`config.mk`:
```
export PLATFORM = sky130hd
export DESIGN_NAME = ifetch_unit_flat
export DESIGN_NICKNAME = d
export VERILOG_FILES = /design/src/rtl/ifetch_unit_if.sv /design/src/rtl/ifetch_unit.sv /design/src/flat_wrapper.sv
export SDC_FILE = /design/constraint.sdc
export NUM_CORES = 1
export LEC_CHECK = 0
export ABC_CLOCK_PERIOD_IN_PS = 4350
export BUFFER_PORTS_ARGS = -buffer_cell sky130_fd_sc_hd__buf_2
export CAP_MARGIN = 25
export CORE_MARGIN = 10
export CORE_UTILIZATION = 30
export CTS_CLUSTER_DIAMETER = 200
export DETAILED_ROUTE_END_ITERATION = 7
export PLACE_DENSITY = 0.65
export SYNTH_ARGS = -nofsm -noshare
export SYNTH_HDL_FRONTEND = slang
export SYNTH_SLANG_ARGS = --single-unit
```
`constraint.sdc`:
```
create_clock -name clock -period 4.35 [get_ports clock]
set_clock_uncertainty 0.05 [all_clocks]
set_input_delay 1.0875 -clock clock [delete_from_list [all_inputs] [get_ports clock]]
set_output_delay 1.0875 -clock clock [all_outputs]
set_load 0.01 [all_outputs]
```
`src/rtl/ifetch_unit_if.sv`:
```
// Instruction memory request/response bus between the fetch stage and imem.
// The master issues requests; the slave answers with ready and data.
interface ifetch_unit_if;
    logic        imem_req;
    logic [31:0] imem_addr;
    logic        imem_ready;
    logic [31:0] imem_rdata;

    modport master (
        output imem_req,
        output imem_addr,
        input  imem_ready,
        input  imem_rdata
    );

    modport slave (
        input  imem_req,
        input  imem_addr,
        output imem_ready,
        output imem_rdata
    );
endinterface

```
`src/rtl/ifetch_unit.sv`:
```
// Multi-cycle fetch stage: owns the PC, fetches from variable-latency imem,
// holds one instruction until commit, then selects the next PC.
module ifetch_unit #(
    parameter logic [31:0] RESET_PC = 32'h0000_0000
) (
    input  logic         clock,
    input  logic         rst_n,
    ifetch_unit_if.master imem,
    output logic [31:0]  Instruction,
    output logic         instr_valid,
    output logic [31:0]  PC_plus_4,
    input  logic         commit,
    input  logic         Branch,
    input  logic         nBranch,
    input  logic         Jmp,
    input  logic         Jal,
    input  logic         Jr,
    input  logic         Zero,
    input  logic [31:0]  Addr_Result,
    input  logic [31:0]  Read_data_1,
    output logic [31:0]  link_addr,
    output logic         fetch_fault
);

    typedef enum logic [1:0] {
        S_IDLE,
        S_REQ,
        S_VALID,
        S_FAULT
    } state_e;

    state_e      state_q;
    logic [31:0] pc_q;
    logic [31:0] instr_q;
    logic        valid_q;
    logic        req_q;
    logic [31:0] link_q;
    logic        fault_q;

    logic [31:0] next_pc_d;
    logic [31:0] jmp_tgt;
    logic        take_br;

    assign PC_plus_4      = pc_q + 32'd4;
    assign imem.imem_addr = pc_q;
    assign imem.imem_req  = req_q;
    assign Instruction    = instr_q;
    assign instr_valid    = valid_q;
    assign link_addr      = link_q;
    assign fetch_fault    = fault_q;

    // Conditions are made exclusive so Jr > jump > branch > sequential.
    always_comb begin
        jmp_tgt   = {PC_plus_4[31:28], instr_q[25:0], 2'b00};
        take_br   = (Branch & Zero) | (nBranch & ~Zero);
        next_pc_d = PC_plus_4;
        unique case (1'b1)
            Jr:
                next_pc_d = Read_data_1;
            (!Jr && (Jmp || Jal)):
                next_pc_d = jmp_tgt;
            (!Jr && !Jmp && !Jal && take_br):
                next_pc_d = Addr_Result;
            default: ;
        endcase
    end

    always_ff @(posedge clock or negedge rst_n) begin
        if (!rst_n) begin
            state_q <= S_IDLE;
            pc_q    <= RESET_PC;
            instr_q <= '0;
            valid_q <= 1'b0;
            req_q   <= 1'b0;
            link_q  <= '0;
            fault_q <= 1'b0;
        end else begin
            unique case (state_q)
                S_IDLE: begin
                    state_q <= S_REQ;
                    req_q   <= 1'b1;
                end
                S_REQ: begin
                    if (imem.imem_ready) begin
                        instr_q <= imem.imem_rdata;
                        valid_q <= 1'b1;
                        req_q   <= 1'b0;
                        state_q <= S_VALID;
                    end
                end
                S_VALID: begin
                    if (commit) begin
                        valid_q <= 1'b0;
                        if (Jal) link_q <= PC_plus_4;
                        // A misaligned target parks the stage until reset.
                        if (next_pc_d[1:0] != 2'b00) begin
                            fault_q <= 1'b1;
                            state_q <= S_FAULT;
                        end else begin
                            pc_q    <= next_pc_d;
                            req_q   <= 1'b1;
                            state_q <= S_REQ;
                        end
                    end
                end
                S_FAULT: begin
                    req_q   <= 1'b0;
                    valid_q <= 1'b0;
                end
                default: begin
                    state_q <= S_FAULT;
                end
            endcase
        end
    end

endmodule

```
`src/flat_wrapper.sv`:
```
// flat-port wrapper written by rule: the top's interface ports become plain ports
module ifetch_unit_flat 
#(
    parameter logic [31:0] RESET_PC = 32'h0000_0000
)
  (clock, rst_n, Instruction, instr_valid, PC_plus_4, commit, Branch, nBranch, Jmp, Jal, Jr, Zero, Addr_Result, Read_data_1, link_addr, fetch_fault, imem_imem_req, imem_imem_addr, imem_imem_ready, imem_imem_rdata);
  ifetch_unit_if imem_i ();
  input  logic clock;
  input  logic rst_n;
  output logic [31:0] Instruction;
  output logic instr_valid;
  output logic [31:0] PC_plus_4;
  input  logic commit;
  input  logic Branch;
  input  logic nBranch;
  input  logic Jmp;
  input  logic Jal;
  input  logic Jr;
  input  logic Zero;
  input  logic [31:0] Addr_Result;
  input  logic [31:0] Read_data_1;
  output logic [31:0] link_addr;
  output logic fetch_fault;
  output wire logic [$bits(imem_i.imem_req)-1:0] imem_imem_req;
  output wire logic [$bits(imem_i.imem_addr)-1:0] imem_imem_addr;
  input wire logic [$bits(imem_i.imem_ready)-1:0] imem_imem_ready;
  input wire logic [$bits(imem_i.imem_rdata)-1:0] imem_imem_rdata;
  assign imem_imem_req = imem_i.imem_req;
  assign imem_imem_addr = imem_i.imem_addr;
  assign imem_i.imem_ready = imem_imem_ready;
  assign imem_i.imem_rdata = imem_imem_rdata;
  ifetch_unit #(.RESET_PC(RESET_PC)) u_core (.clock(clock), .rst_n(rst_n), .imem(imem_i), .Instruction(Instruction), .instr_valid(instr_valid), .PC_plus_4(PC_plus_4), .commit(commit), .Branch(Branch), .nBranch(nBranch), .Jmp(Jmp), .Jal(Jal), .Jr(Jr), .Zero(Zero), .Addr_Result(Addr_Result), .Read_data_1(Read_data_1), .link_addr(link_addr), .fetch_fault(fetch_fault));
endmodule
```
==> impl_metrics.yaml <==
cells_and_area:
  multiInputGateArea_mm2: 0.002863
  fill_cells: 1879
  fin_cells: 1034
  final_common_cell: "buf_2"
  drive_above_1_share_pct: 43.02
  fin_area_mm2: 0.007340
  final_cell_mix: "buf_2, dfrtp_1, mux2_2"
  seq_area_mm2: 0.002527
  fin_util_pct: 39.24
  nets: 901
  area_delta_synth_final_pct: 28.89
clock_network:
  clk_latency_ns: 0.36
  cts.path.max_buffers: 2
  root_buffer: "clkbuf_16"
  cts_buffers: 9
  post-cts-setup-buffers: 0
  cts_sinks: 101
  cts_tree: "built"
  cts_max_level: 3
  ctsResizeCount: 0
  path_clk_slew_ns: 0.08
  cts_hold_buffers: 0
drt:
  detail_route.wl_per_cell_um: 20.42
  totalWireLength_um: 21120
  route.vias.total: 5292
  drcViolationCount: 0
  drt_iter0_drc: 395
  firstDrtPassIters: 5
  vias_per_cell: 5.118
  drtAntennaViolNets: 0
setup_path:
  endpoint_kind: "output port"
  critical_path_arrival_ns: 2.76
  startpoint_type: "flip-flop"
  critPathMaxFanout: 8
  cp.required_ns: 3.21
  path_class: "flip-flop to output port"
  ff2ff_setup_slack_ns: 1.72
sta:
  relSlewSlack_pct: 39.27
  final_max_slew_viol_count: 0
  worstMarginPinSlew_ns: 0.9056
  rsz0062_at_grt: "no"
  hold_viol: 0
  hold_ws_ns: 0.4350
  post-route-period-util_pct: 89.58
  tns_ns: 0
  finalSetupViolCount: 0
  period_needed_ns: 3.897
  fmax_mhz: 256.6
synth:
  yosysWarningCount: 0
  synthArstFlopShare_pct: 100.0
  synth.area.top_cells: "dfrtp_1, mux2_2, nand2_1, a21oi_1, nor3_1"
  netlist_area_mm2: 0.005694
  synth_top_area_cell: "dfrtp_1"
  synth-seq-area-share_pct: 44.39
  synth_top_area_share_pct: 44.39
  yosys_register_bits: 101
  synth-main-ff-cell: "dfrtp_1"
  syn_nets: 681
  yosysUniqueCellTypes: 58
  avgSynthCellArea_um2: 9.990
  synthCells: 570
  synth-edff-count: 0
grt:
  antenna_found_initial: 4
  overflow: 0
  grt_first_pass_wirelength_um: 31710
  grt_pass1_vias: 5317
  grt_use_total_pct: 16.64
  grt_max_degree: 64
power_and_ir_drop:
  power_frac_seq_pct: 37.5
  p_sw_w: 0.002006
  switching_share_pct: 41.21
  pwr-share-clk_pct: 18.5
  p_int_w: 0.002861
  comb_power_share_pct: 44.0
  max-vdd-ir-drop_mv: 0.2611
  p_per_area_mw_per_mm2: 663.2
  leakage_nw: 3.454
floorplan:
  die-area_mm2: 0.02489
  core_mm2: 0.01871
  initial_core_util_pct: 30.44
  die_x_um: 157.8
  rows: 50
  die_h_um: 157.8
  ios: 237
placement:
  post-place-cells: 1013
  io_buffers: 236
  routabilityCongestion: 0.8494
  dp_hpwl_um: 16460
  placed_area_mm2: 0.007002
job:
  maxCapViolations: 0
run_status:
  status: "finished clean"
hold_path:
  hp-class: "flip-flop to flip-flop"
==> power groups by stage <==
| stage | clock, W | combinational (W) | sequential [W] |
|---|---|---|---|
| finish | 0.000900 | 0.00214 | 0.00182 |
| global route | 0.000961 | 0.00235 | 0.00190 |
| CTS | 0.000923 | 0.00218 | 0.00182 |
| detailed placement | 0 | 0.00217 | 0.00183 |
| global placement | 0 | 0.00216 | 0.00180 |
| floorplan | 0 | 0.00114 | 0.00192 |
==> synth_stat cells, drive strengths merged, types with 2 or more instances <==
cell	count
a21boi	2
a21o	2
a21oi	35
a2bb2oi	8
a31oi	4
and2	2
and3	4
and4	3
buf	10
bufbuf	2
clkbuf	26
dfrtp	101
ha	5
inv	14
mux2	63
mux2i	4
nand2	52
nand3	20
nand4	12
nor2	42
nor2b	2
nor3	34
nor4	10
nor4b	3
o21a	3
o21ai	24
o22a	5
o22ai	3
o31a	8
o31ai	18
or2	2
or3	4
or4	3
xnor2	18
xor2	10
==> layer usage <==
layer  up-vias  track usage [%]  share of wire [%]
met3        14            4.858                8.2
li1       2525                -                  -
met4         0            4.942                1.2
met5         -                0                  0
met1      2545            21.93                 44
met2       208            25.77                 47
==> worst max-delay path, stage by stage (launching register included) <==
cell and delay, ns:
dfrtp_1 0.48, ha_1 0.31, nand4_1 0.18, or4_4 0.49, or4_4 0.55, xnor2_1 0.22, buf_2 0.18
==> flip-flops by register name, indices dropped and copies added (netlist names) <==
register               count
u_core.Instruction        32
u_core.imem.imem_addr     32
u_core.link_addr          32
u_core.state_q             2
u_core.fetch_fault         1
u_core.imem.imem_req       1
u_core.instr_valid         1
==> cells by family (layout without fill, tap and decap cells) <==
group / count (synthesis) / after routing / synth area share (%)
simple gates: 194 / 194 / 17.07
compound gates: 123 / 123 / 14.17
flops: 101 / 101 / 44.39
mux: 67 / 67 / 13.16
buf+inv: 52 / 277 / 5.801
xor+xnor: 28 / 28 / 4.307
fa+ha+maj: 5 / 5 / 1.099
other cells: 0 / 5 / 0
==> worst paths after layout <==
kind | startpoint | to | depth (start not counted)
setup / recovery | u_core.imem.imem_addr[2] | PC_plus_4[28] | 6
hold / removal | u_core.link_addr[6] | u_core.link_addr[6] | 2
max in group asynchronous | rst_n | u_core.Instruction[24] | 2
min in group asynchronous | rst_n | u_core.link_addr[7] | 1
setup reg to reg | u_core.imem.imem_addr[2] | u_core.link_addr[28] | 6
hold reg to reg | u_core.link_addr[6] | u_core.link_addr[6] | 2
==> per-stage QoR <==
stage	setup slack (ns)	total power [W]
finish	0.4532	0.004867
global placement	0.9361	0.003966
CTS	0.4813	0.004921
floorplan	1.088	0.003062
detailed placement	0.8789	0.004004
global route	0.3189	0.005214
==> layout make-up <==
type / count / area share [%]
multi-input cells: 417 / 39.00
flip-flops and latches: 101 / 34.44
repair buffers: 247 / 17.25
well taps: 234 / 3.989
clock buffers: 10 / 3.256
clock inverters: 6 / 1.176
inverters: 14 / 0.7160
diodes: 5 / 0.1705
Note: power is estimated with default switching activity, not from simulation.
